--- config.mk ---
export PLATFORM = sky130hd
export DESIGN_NAME = cla_seq_adder
export DESIGN_NICKNAME = d
export VERILOG_FILES = /design/src/rtl/cla_seq_adder.sv
export SDC_FILE = /design/constraint.sdc
export NUM_CORES = 1
export LEC_CHECK = 0
export BUFFER_PORTS_ARGS = -buffer_cell sky130_fd_sc_hd__buf_4
export CAP_MARGIN = 20
export CORE_ASPECT_RATIO = 0.8
export CORE_UTILIZATION = 39
export DETAILED_ROUTE_END_ITERATION = 7
export GPL_TIMING_DRIVEN = 0
export HOLD_SLACK_MARGIN = 0.08
export PLACE_DENSITY = 0.57
export SLEW_MARGIN = 20
export SYNTH_ARGS = -nofsm -noshare
export SYNTH_HDL_FRONTEND = slang
export SYNTH_SLANG_ARGS = --single-unit
--- constraint.sdc ---
create_clock -name clk -period 4.25 [get_ports clk]
set_input_delay 0.2125 -clock clk [delete_from_list [all_inputs] [get_ports clk]]
set_output_delay 0.2125 -clock clk [all_outputs]
set_load 0.1 [all_outputs]
--- src/rtl/cla_seq_adder.sv ---
// rtl/cla_seq_adder.sv - multi-cycle wide adder built around one 4-bit carry-lookahead slice
//
// Purpose:
//   Adds two WIDTH-bit operands by sequencing a single 4-bit carry-lookahead
//   slice over N = WIDTH/4 cycles. It processes one nibble per cycle, starting
//   with the least-significant nibble. A registered carry links each nibble to
//   the next one. Operation is controlled by a start/busy/done handshake.
//
// Optional feature macro: CLA_SEQ_SUB_EN
//   When CLA_SEQ_SUB_EN is defined, the sub port is present. With sub=1 the
//   block computes a - b. Without the macro the block only adds.
//
// Parameters:
//   WIDTH    operand/result width; a multiple of 4, at least 4 (default 16)
//
// Ports:
//   clk      in   rising-edge clock
//   rst_n    in   asynchronous active-low reset
//   start    in   operation request, sampled only while idle
//   a, b     in   operands, latched on an accepted start
//   cin      in   carry-in, latched on an accepted start
//   sub      in   subtract select (CLA_SEQ_SUB_EN only)
//   busy     out  high while an operation is in progress
//   done     out  one-cycle pulse when sum/cout become valid
//   sum      out  result register
//   cout     out  carry out of bit WIDTH-1 (with sub=1, 1 means no borrow)

module cla (
    input  logic [3:0] i_a,
    input  logic [3:0] i_b,
    input  logic       i_cin,
    output logic [3:0] o_sum,
    output logic       o_cout
);
    logic [3:0] w_g;
    logic [3:0] w_p;
    logic [4:0] w_c;

    assign w_g = i_a & i_b;
    assign w_p = i_a ^ i_b;

    // Each carry is expanded directly from generate/propagate terms.
    // This keeps every carry two logic levels deep instead of rippling.
    assign w_c[0] = i_cin;
    assign w_c[1] = w_g[0] | (w_p[0] & i_cin);
    assign w_c[2] = w_g[1] | (w_p[1] & w_g[0]) | (w_p[1] & w_p[0] & i_cin);
    assign w_c[3] = w_g[2] | (w_p[2] & w_g[1]) | (w_p[2] & w_p[1] & w_g[0])
                  | (w_p[2] & w_p[1] & w_p[0] & i_cin);
    assign w_c[4] = w_g[3] | (w_p[3] & w_g[2]) | (w_p[3] & w_p[2] & w_g[1])
                  | (w_p[3] & w_p[2] & w_p[1] & w_g[0])
                  | (w_p[3] & w_p[2] & w_p[1] & w_p[0] & i_cin);

    assign o_sum  = w_p ^ w_c[3:0];
    assign o_cout = w_c[4];
endmodule

module cla_seq_adder #(
    parameter int WIDTH = 16
) (
    input  logic             clk,
    input  logic             rst_n,
    input  logic             start,
    input  logic [WIDTH-1:0] a,
    input  logic [WIDTH-1:0] b,
    input  logic             cin,
`ifdef CLA_SEQ_SUB_EN
    input  logic             sub,
`endif
    output logic             busy,
    output logic             done,
    output logic [WIDTH-1:0] sum,
    output logic             cout
);
    localparam int N  = WIDTH / 4;
    localparam int CW = (N > 1) ? $clog2(N) : 1;
    localparam logic [CW-1:0] LAST = CW'(N - 1);

    typedef enum logic {
        S_IDLE = 1'b0,
        S_RUN  = 1'b1
    } state_t;

    state_t           r_state;
    logic [CW-1:0]    r_cnt;
    logic             r_carry;
    logic [WIDTH-1:0] r_a;
    logic [WIDTH-1:0] r_b;
    logic [WIDTH-1:0] r_sum;
    logic             r_cout;
    logic             r_busy;
    logic             r_done;
`ifdef CLA_SEQ_SUB_EN
    logic             r_sub;
`endif

    logic [3:0] w_a_nib;
    logic [3:0] w_b_raw;
    logic [3:0] w_b_nib;
    logic [3:0] w_nib_sum;
    logic       w_nib_cout;

    // Nibble base bit index is cnt*4, formed by appending two zero bits.
    assign w_a_nib = r_a[{r_cnt, 2'b00} +: 4];
    assign w_b_raw = r_b[{r_cnt, 2'b00} +: 4];

`ifdef CLA_SEQ_SUB_EN
    // Subtraction is done as two's complement: invert B here, and the
    // initial carry is forced to 1 when the operation is accepted.
    assign w_b_nib = r_sub ? ~w_b_raw : w_b_raw;
`else
    assign w_b_nib = w_b_raw;
`endif

    cla u_cla (
        .i_a    (w_a_nib),
        .i_b    (w_b_nib),
        .i_cin  (r_carry),
        .o_sum  (w_nib_sum),
        .o_cout (w_nib_cout)
    );

    always_ff @(posedge clk or negedge rst_n) begin
        if (!rst_n) begin
            r_state <= S_IDLE;
            r_cnt   <= '0;
            r_carry <= 1'b0;
            r_a     <= '0;
            r_b     <= '0;
            r_sum   <= '0;
            r_cout  <= 1'b0;
            r_busy  <= 1'b0;
            r_done  <= 1'b0;
`ifdef CLA_SEQ_SUB_EN
            r_sub   <= 1'b0;
`endif
        end else begin
            r_done <= 1'b0;
            case (r_state)
                S_IDLE: begin
                    // A start in the done cycle is accepted here as well,
                    // so operations can run back to back.
                    if (start) begin
                        r_a     <= a;
                        r_b     <= b;
`ifdef CLA_SEQ_SUB_EN
                        r_sub   <= sub;
                        r_carry <= sub ? 1'b1 : cin;
`else
                        r_carry <= cin;
`endif
                        r_cnt   <= '0;
                        r_state <= S_RUN;
                        r_busy  <= 1'b1;
                    end
                end
                S_RUN: begin
                    r_sum[{r_cnt, 2'b00} +: 4] <= w_nib_sum;
                    r_carry                    <= w_nib_cout;
                    if (r_cnt == LAST) begin
                        r_cout  <= w_nib_cout;
                        r_cnt   <= '0;
                        r_state <= S_IDLE;
                        r_busy  <= 1'b0;
                        r_done  <= 1'b1;
                    end else begin
                        r_cnt <= r_cnt + 1'b1;
                    end
                end
                default: r_state <= S_IDLE;
            endcase
        end
    end

    assign busy = r_busy;
    assign done = r_done;
    assign sum  = r_sum;
    assign cout = r_cout;
endmodule

==> metrics <==
clk_lat worst skew 0.30 ns; Critical Path Start r_cnt[0]; largest net degree at the start of global routing 56; hold_sp start; Initial Util 0.412; Setup Buffers After CTS 0; IO buf count 54; post-synthesis cell area 2680 um^2; top cells by count, synth dfrtp_1 (55), mux2_4 (29), a22o_1 (16); r2r endpoint sum[6]; Hold EP r_cnt[1]; Routed WL per cell 16.0 um; dominant cells by area after synthesis dfrtp_1 (51%), mux2_4 (16%), mux4_2 (6.7%), a22o_1 (5.2%), ha_1 (5.1%); Core Rows 26; CTS Buf Count 5; Iter 0 DRT Violations 37; RSZ-0062 raised after global routing no; Yosys top cell area share 0.513; TritonCTS clock tree yes; CORE AREA 6510 um^2; H-tree depth 2; fmax 0.389 GHz; top_reg_cell synth dfrtp_1; Multi-input gate area 1180 um^2; number of global-route vias before repair 1641; vias per cell 4.95; async set or reset register ratio after synthesis 1.00; period utilisation layout 0.605; CTS resizes 0; Req. time, crit path 4.49 ns; Post-Syn Instances 168; CP Class reg2reg; FF+latch area 1380 um^2; share of cells above drive strength 1 0.507; die area 7220 um^2; syn_area_per_cell 16.0 um^2; crit end category flip-flop; die width 94.7 um; total gr overflow 0; Die Ht 76.2 um; Min-Delay Path Depth 2; Yosys Warn Count 0; Tightest Pin Transition 0.680 ns; count of final hold-check violations 0; initial antenna violation count 0; cts hold-fix bufs 1; ant diodes 0; post-synthesis register bit count 55; cell with the most instances after synthesis dfrtp_1; worst-path fanout max 10; clock sinks 55; GRT Total Usage 0.156; Worst setup SP type flip-flop; Setup Skew 0.00800 ns; Max Root-Sink Buffers 2; syn nets 216; relative slew slack 0.547; Post-DP HPWL 3610 um; worst-case reg-to-reg path depth 8; layout net count 278; first-pass iteration count of the detailed router 4; setup_tns 0 ns; number of routed nets with antenna violations 0; Hold WC Path Type in2reg; Post-synth EDFFs 0; crit path time final 2.57 ns; part of the Yosys area used for sequential elements 0.513; root buffer cell clkbuf_8; overall routed net length 5010 um; Worst Path Arrival 2.81 ns; Final Max Tran Viols 0; Residual DRC 0; P&R area growth vs syn 22.1%; # setup viols final 0; reg2reg setup slack 1.68 ns; register clock-pin slew on the reported worst setup and hold paths 0.09 ns; via count 1548; gpl congestion 0.728; Fill cells 593; MaxCap Viol Count 0; I/O Pins 55; status finished clean; reg2reg start r_cnt[0]; biggest area consumer among synthesized cells dfrtp_1; Unique masters post-synth 34; first-pass GRT wire length 8510 um
worst max-delay path by stage:
stage / endpoint / slack [ns] / cells past startpoint
global placement: sum[10] / 1.62 / 8
finish: sum[6] / 1.68 / 8
detailed placement: sum[11] / 1.68 / 8
global route: sum[6] / 1.52 / 8
floorplan: sum[11] / 1.88 / 8
CTS: sum[6] / 1.65 / 8
state kept, by name, indices dropped and copies added, names as in the netlist:
register	cells
r_cnt	2
r_b	16
done	1
r_carry	1
busy	1
r_state	1
sum	16
r_a	16
cout	1
final cells by class:
type / count / area share
plain buffers: 9 / 0.0340
flip-flops and latches: 55 / 0.420
repair buffers: 55 / 0.127
well taps: 84 / 0.0321
multi-input cells: 101 / 0.361
clock buffers: 6 / 0.0222
inverters: 3 / 0.00344
through the flow:
step	utilization	area (um^2)	setup slack (ns)	hold slack [ns]	cells
2_1_floorplan	-	2680	1.88	-0.0831	168
3_3_place_gp	0.491	3190	1.62	0.317	306
3_5_place_dp	0.491	3190	1.68	0.307	306
4_1_cts	0.503	3280	1.65	0.105	313
5_1_grt	0.503	3280	1.52	0.101	313
6_report	0.503	3280	1.68	0.108	313
critical path, cell delays in order (launching register included):
cell     delay (ns)
dfrtp_1        0.43
buf_6          0.17
buf_6          0.17
mux4_2         0.57
ha_1           0.33
a21o_1         0.13
a21oi_2        0.06
xnor2_1        0.43
a22o_1         0.23
routing by layer:
layer	GRT usage	up-vias	part of all wire	wire length [um]
met5	0	-	0	0
met4	0.0409	0	0.0058	29
met3	0.0359	2	0.043	217
met2	0.225	38	0.44	2210
met1	0.235	768	0.51	2560
li1	-	740	-	-
placed cells by master, fill, tap and decap left out, types with 5 or more instances in the layout:
cell,n
dfrtp_1,55
mux4_2,8
nor2_1,5
a22o_1,16
mux2_4,29
buf_4,55
clkbuf_8,5
ha_1,11
cell families after synthesis:
logic type / after synthesis / share of synthesized area
XOR/XNOR: 3 / 0.0126
adder cells (fa/ha/maj): 12 / 0.0588
buffers and inverters: 12 / 0.0457
AND/OR/NAND/NOR: 19 / 0.0457
AO/OA/AOI/OAI: 26 / 0.0779
multiplexers: 41 / 0.246
flip-flops: 55 / 0.513
Power is not shown: default switching activity piles up to over one toggle a cycle in this logic, so the estimate is an artifact.
